**src/rtl/seg_scan_n.sv**
```systemverilog
// rtl/seg_scan_n.sv - multiplexed N-digit hex seven-segment scanner with shadow register
// Optional leading-zero blanking is built only when SEG_LZB_EN is defined.
module seg_scan_n #(
  parameter int N_DIG   = 8,
  parameter int CLK_DIV = 25000,
  parameter int SW      = $clog2(N_DIG)
) (
  input  logic               clk_in,
  input  logic               rst,
  input  logic               load,
  input  logic [4*N_DIG-1:0] din,
  input  logic               blank,
  output logic [N_DIG-1:0]   DIG,
  output logic [6:0]         SEG,
  output logic [SW-1:0]      SEL,
  output logic               clk_1khz,
  output logic [3:0]         data
);

  localparam int DW = $clog2(CLK_DIV);

  logic [DW-1:0]      div_q, div_d;
  logic [SW-1:0]      sel_q, sel_d;
  logic               clk_q, clk_d;
  logic [4*N_DIG-1:0] shadow_q, shadow_d;
  logic [3:0]         data_q, data_d;
  logic [N_DIG-1:0]   dig_q, dig_d;
  logic [6:0]         seg_q, seg_d;
  logic               tick;
  logic               off;

  function automatic logic [6:0] hex7(input logic [3:0] v);
    case (v)
      4'h0: hex7 = 7'b1000000;
      4'h1: hex7 = 7'b1111001;
      4'h2: hex7 = 7'b0100100;
      4'h3: hex7 = 7'b0110000;
      4'h4: hex7 = 7'b0011001;
      4'h5: hex7 = 7'b0010010;
      4'h6: hex7 = 7'b0000010;
      4'h7: hex7 = 7'b1111000;
      4'h8: hex7 = 7'b0000000;
      4'h9: hex7 = 7'b0010000;
      4'hA: hex7 = 7'b0001000;
      4'hB: hex7 = 7'b0000011;
      4'hC: hex7 = 7'b1000110;
      4'hD: hex7 = 7'b0100001;
      4'hE: hex7 = 7'b0000110;
      default: hex7 = 7'b0001110;
    endcase
  endfunction

  // Outputs are computed from next-state SEL and shadow so they move on the same edge.
  always_comb begin
    tick     = (div_q == DW'(CLK_DIV - 1));
    div_d    = tick ? '0 : div_q + 1'b1;
    sel_d    = sel_q;
    if (tick) begin
      sel_d = (sel_q == SW'(N_DIG - 1)) ? '0 : sel_q + 1'b1;
    end
    clk_d    = clk_q ^ tick;
    shadow_d = load ? din : shadow_q;
    data_d   = '0;
    for (int k = 0; k < N_DIG; k++) begin
      if (sel_d == SW'(k)) data_d = shadow_d[4*k +: 4];
    end
  end

`ifdef SEG_LZB_EN
  logic lz_hit;
  logic lz_run;

  // A digit is a leading zero when it and every more significant nibble are zero.
  always_comb begin
    lz_hit = 1'b0;
    lz_run = 1'b1;
    for (int k = N_DIG - 1; k >= 1; k--) begin
      lz_run = lz_run & (shadow_d[4*k +: 4] == 4'h0);
      if (sel_d == SW'(k)) lz_hit = lz_run;
    end
  end

  assign off = blank | lz_hit;
`else
  assign off = blank;
`endif

  always_comb begin
    dig_d = '1;
    for (int k = 0; k < N_DIG; k++) begin
      if (!off && (sel_d == SW'(k))) dig_d[k] = 1'b0;
    end
    seg_d = off ? 7'b1111111 : hex7(data_d);
  end

  always_ff @(posedge clk_in) begin
    if (rst) begin
      div_q    <= '0;
      sel_q    <= '0;
      clk_q    <= 1'b0;
      shadow_q <= '0;
      data_q   <= '0;
      dig_q    <= {{(N_DIG-1){1'b1}}, 1'b0};
      seg_q    <= 7'b1000000;
    end else begin
      div_q    <= div_d;
      sel_q    <= sel_d;
      clk_q    <= clk_d;
      shadow_q <= shadow_d;
      data_q   <= data_d;
      dig_q    <= dig_d;
      seg_q    <= seg_d;
    end
  end

  assign DIG      = dig_q;
  assign SEG      = seg_q;
  assign SEL      = sel_q;
  assign clk_1khz = clk_q;
  assign data     = data_q;

endmodule

```
**config.mk**
```make
export PLATFORM = sky130hd
export DESIGN_NAME = seg_scan_n
export DESIGN_NICKNAME = d
export VERILOG_FILES = /design/src/rtl/seg_scan_n.sv
export SDC_FILE = /design/constraint.sdc
export NUM_CORES = 1
export LEC_CHECK = 0
export ABC_AREA = 1
export BUFFER_PORTS_ARGS = -buffer_cell sky130_fd_sc_hd__buf_2
export CORE_MARGIN = 5
export CORE_UTILIZATION = 49
export DETAILED_ROUTE_END_ITERATION = 10
export PLACE_DENSITY = 0.71
export SLEW_MARGIN = 20
export SYNTH_ARGS = -nofsm -noshare
export SYNTH_HDL_FRONTEND = slang
export SYNTH_SLANG_ARGS = --single-unit
```
**constraint.sdc**
```tcl
create_clock -name clk_in -period 5.8 [get_ports clk_in]
set_input_delay 1.16 -clock clk_in [delete_from_list [all_inputs] [get_ports clk_in]]
set_output_delay 1.16 -clock clk_in [all_outputs]
set_load 0.01 [all_outputs]
```
==> metrics.log <==
INFO  metric status = completed
INFO  metric crit_path_cell_trace = buf_2 -> mux2i_1 -> nand3b_1 -> nand3_1 -> nor3_1 -> nand3_1 -> nor2_2 -> ha_1 -> inv_1 -> nand2_1 -> nand2_1 -> nand2_1 -> nand3_1 -> nand2_1 -> inv_1
INFO  metric critPathMaxStageDelay = 0.67 ns
INFO  metric ant_nets = 0
INFO  metric detailroute.via_count = between 2,000 and 3,000
INFO  metric post-route-cell-area = 0.00405 mm2
INFO  metric power.static_leakage = 1.95 nW
INFO  metric net-switching-power = 264 uW
INFO  metric setup-tns-final = 0 ns
INFO  metric multiInputGateArea = 0.00173 mm2
INFO  metric first_global_vias = ~2,700
INFO  metric async_reset_ff_frac = 0
INFO  metric number_of_antenna_violations_at_the_first_check_in_global_routing = 0
INFO  metric die_w = roughly 94 um
INFO  metric minimum_period_implied_by_the_final_worst_setup_slack = 3.43 ns
INFO  metric yosys.area_share.xor_xnor = 0.00762
INFO  metric insertion_delay = 0.35 ns
INFO  metric pwr_density_cell = 282 mW/mm2
INFO  metric post_route_cells_drive_above_1_share = 0.233
INFO  metric dpl-instance-area = 0.00378 mm2
INFO  metric synth.yosys.seq_area_share = 0.407
INFO  metric syn_avg_cell_area = 7.61 um2
INFO  metric total_routed_length = around 7200 um
INFO  metric syn2layout_area_growth = 17.4%
INFO  metric initial_core_util = 0.505
INFO  metric drt_drc_violations_left = 0
INFO  metric rsz0062_at_grt = no
INFO  metric number_of_port_buffers = 58
INFO  metric crit_path_end_kind = register
INFO  metric seq_power_share = 0.446
INFO  metric cts-root-to-sink-buffers = 2
INFO  metric place.detailed.hpwl = 5430 um
INFO  metric cp_data_arrival_time = 3.72 ns
INFO  metric internal-power = 876 uW
INFO  metric slew_hr = 0.400
INFO  metric diodes = 0
INFO  metric grt_max_degree = a little under 50
INFO  metric final_min_period_over_clock_period = 0.591
INFO  metric root_buffer = sky130_fd_sc_hd__clkbuf_8
INFO  metric detailedRoute.firstIterationViolations = 138
INFO  metric grt_first_pass_wirelength = about 12,000 um
INFO  metric track_usage = 0.175
INFO  metric final_hold_viol_count = 0
INFO  metric number_of_core_rows = 30
INFO  metric cts_sinks = 70
INFO  metric post_synth_instance_area = 0.00345 mm2
INFO  metric complex_gate_fraction_of_the_synthesized_area = 0.0559
INFO  metric synth_nets = 498
INFO  metric gp_congestion = between 0.9 and 1
INFO  metric postCtsHoldBufs = 0
INFO  metric synth_top_family_by_area = simple AND/OR/NAND/NOR gates
INFO  metric setup-violations-final = 0
INFO  metric hold_class = reg2reg
INFO  metric worstSetupStartpointType = primary input
INFO  metric mux_share_of_post_synthesis_cell_area = 0.0610
INFO  metric report.power.total = 1.14 mW
INFO  metric peakVddDrop = roughly 0.00016 V
INFO  metric drv_slew = 0
INFO  metric crit_type = in2reg
INFO  metric switching_share = 0.231
INFO  metric synth-edff-count = 0
INFO  metric crit_path_frequent_cell = sky130_fd_sc_hd__nand2_1
INFO  metric path_buf_inv = 3
INFO  metric htree_levels = 3
INFO  metric comb_power_share = 0.098
INFO  metric post_cts_resize_count = 0
INFO  metric data_required_time_of_the_worst_path = about 6 ns
INFO  metric clock.fmax = 292 MHz
INFO  metric viasPerCell = 4.69
INFO  metric synthAdderAreaFrac = 0.0327
INFO  metric core_area = 0.00683 mm2
INFO  metric cts_made_buffers = 9
INFO  metric fin_worst_skew = about 0.008 ns
INFO  metric timing.max_cap.violations = 0
INFO  metric sequential_cell_area = about 0.0014 mm2
INFO  metric synth-warning-count = 0
INFO  metric post_synth_inst_count = between 400 and 500
INFO  metric final_nets = 555
INFO  metric design.portCount = between 50 and 60
INFO  metric synth_seq_cells = 70
INFO  metric critPathSlowestCell = sky130_fd_sc_hd__buf_2
INFO  metric die_height = between 90 and 100 um
INFO  metric synth_simple_gate_area_share = 0.344
INFO  metric number_of_setup_buffers_added_after_cts = 0
INFO  metric clock_tree_from_tritoncts = yes
INFO  metric max_slew.worst_pin.slew = 0.900 ns
INFO  metric filler_cell_count = 650
INFO  metric die_footprint = 0.00881 mm2
INFO  metric clockPowerShare = 0.457
INFO  metric dr_wl_cell = 11.7 um
INFO  metric drtPass1Iterations = 4
INFO  metric cp_top_family = simple AND/OR/NAND/NOR gates
INFO  metric synth_cell_type_count = 38
INFO  metric cp_max_fanout = 43
INFO  metric grt.overflow.total = 0
INFO  metric synth-main-ff-cell = sky130_fd_sc_hd__dfxtp_1
INFO  metric clk_pin_slew = 0.07 ns
-- state kept, by name, indices dropped and copies added (netlist names) --
register and flops:
div_q 15, clk_1khz 1, shadow_q 32, SEL 3
DIG 8, data 4, SEG 7
-- per-stage QoR --
| step | util | hold WS [ns] | setup WS (ns) | std cells |
|---|---|---|---|---|
| after floorplan | - | 0.418 | 2.55 | 453 |
| after global placement | 0.553 | 0.427 | 2.09 | 595 |
| after detailed placement | 0.553 | 0.442 | 2.05 | 595 |
| after CTS | 0.592 | 0.457 | 2.41 | 611 |
| after global routing | 0.592 | 0.471 | 2.05 | 611 |
| final | 0.592 | 0.454 | 2.37 | 611 |
-- synth_stat cells, drive strengths merged (2+ instances only) --
library cell / number / area (um2)
nand2: 87 / 412
nor3b: 2 / 15.0
clkinv: 2 / 7.51
ha: 9 / 113
buf: 7 / 51.3
clkbuf: 5 / 28.8
mux2i: 21 / 210
nor3: 6 / 46.3
nand3b: 6 / 45.0
dfxtp: 70 / 1400
o21ai: 20 / 100
nand3: 29 / 155
inv: 61 / 229
or2: 7 / 46.3
nor2: 93 / 397
nand4: 8 / 65.1
a21oi: 12 / 60.1
xor2: 3 / 26.3
-- power groups by stage --
stage | clock, mW | combinational [mW] | sequential, mW
global placement | 0 | 0.110 | 0.519
detailed placement | 0 | 0.112 | 0.519
finish | 0.521 | 0.111 | 0.508
CTS | 0.537 | 0.112 | 0.508
floorplan | 0 | 0.0736 | 0.522
global route | 0.556 | 0.128 | 0.510
-- area by class of cell --
cell class / count / share of cell area
multi-input combinational: 308 / 0.427
sequential: 70 / 0.346
timing repair buffer: 58 / 0.0717
inverter: 63 / 0.0584
clock inverter: 7 / 0.0359
clock buffer: 9 / 0.0306
tap: 96 / 0.0297
-- logic make-up (layout without fill, tap and decap cells) --
kind of cell,count (synthesis),after routing
buffers and inverters,75,137
AO/OA/AOI/OAI,36,36
AND/OR/NAND/NOR,239,239
flip-flops,70,70
multiplexers,21,21
adder cells (fa/ha/maj),9,9
XOR/XNOR,3,3
-- final timing paths --
kind / slack (ns) / cells past startpoint / from / end
max: 2.37 / 15 / load / SEG[3]$_SDFF_PP0_
min: 0.45 / 1 / div_q[0]$_SDFF_PP0_ / div_q[0]$_SDFF_PP0_
max reg2reg: 2.76 / 23 / div_q[0]$_SDFF_PP0_ / SEG[3]$_SDFF_PP0_
min reg2reg: 0.45 / 1 / div_q[0]$_SDFF_PP0_ / div_q[0]$_SDFF_PP0_
-- layer usage --
layer | part of all wire | vias to the layer above | track usage
met5 | 0 | - | 0
met3 | 0.047 | 13 | 0.0369
li1 | - | 1533 | -
met4 | 0.015 | 0 | 0.0758
met1 | 0.49 | 1264 | 0.237
met2 | 0.44 | 57 | 0.268
-- placed cells by master (no fill, tap or decap), drive strengths merged, types with 2 or more instances in the layout --
master,count
a21oi,12
buf,58
bufinv,4
clkbuf,9
clkinv,3
dfxtp,70
ha,9
inv,62
mux2i,21
nand2,87
nand3,29
nand3b,6
nand4,8
nor2,93
nor3,6
nor3b,2
o21ai,20
or2,7
xor2,3
Note: power is estimated with default switching activity, not from simulation.
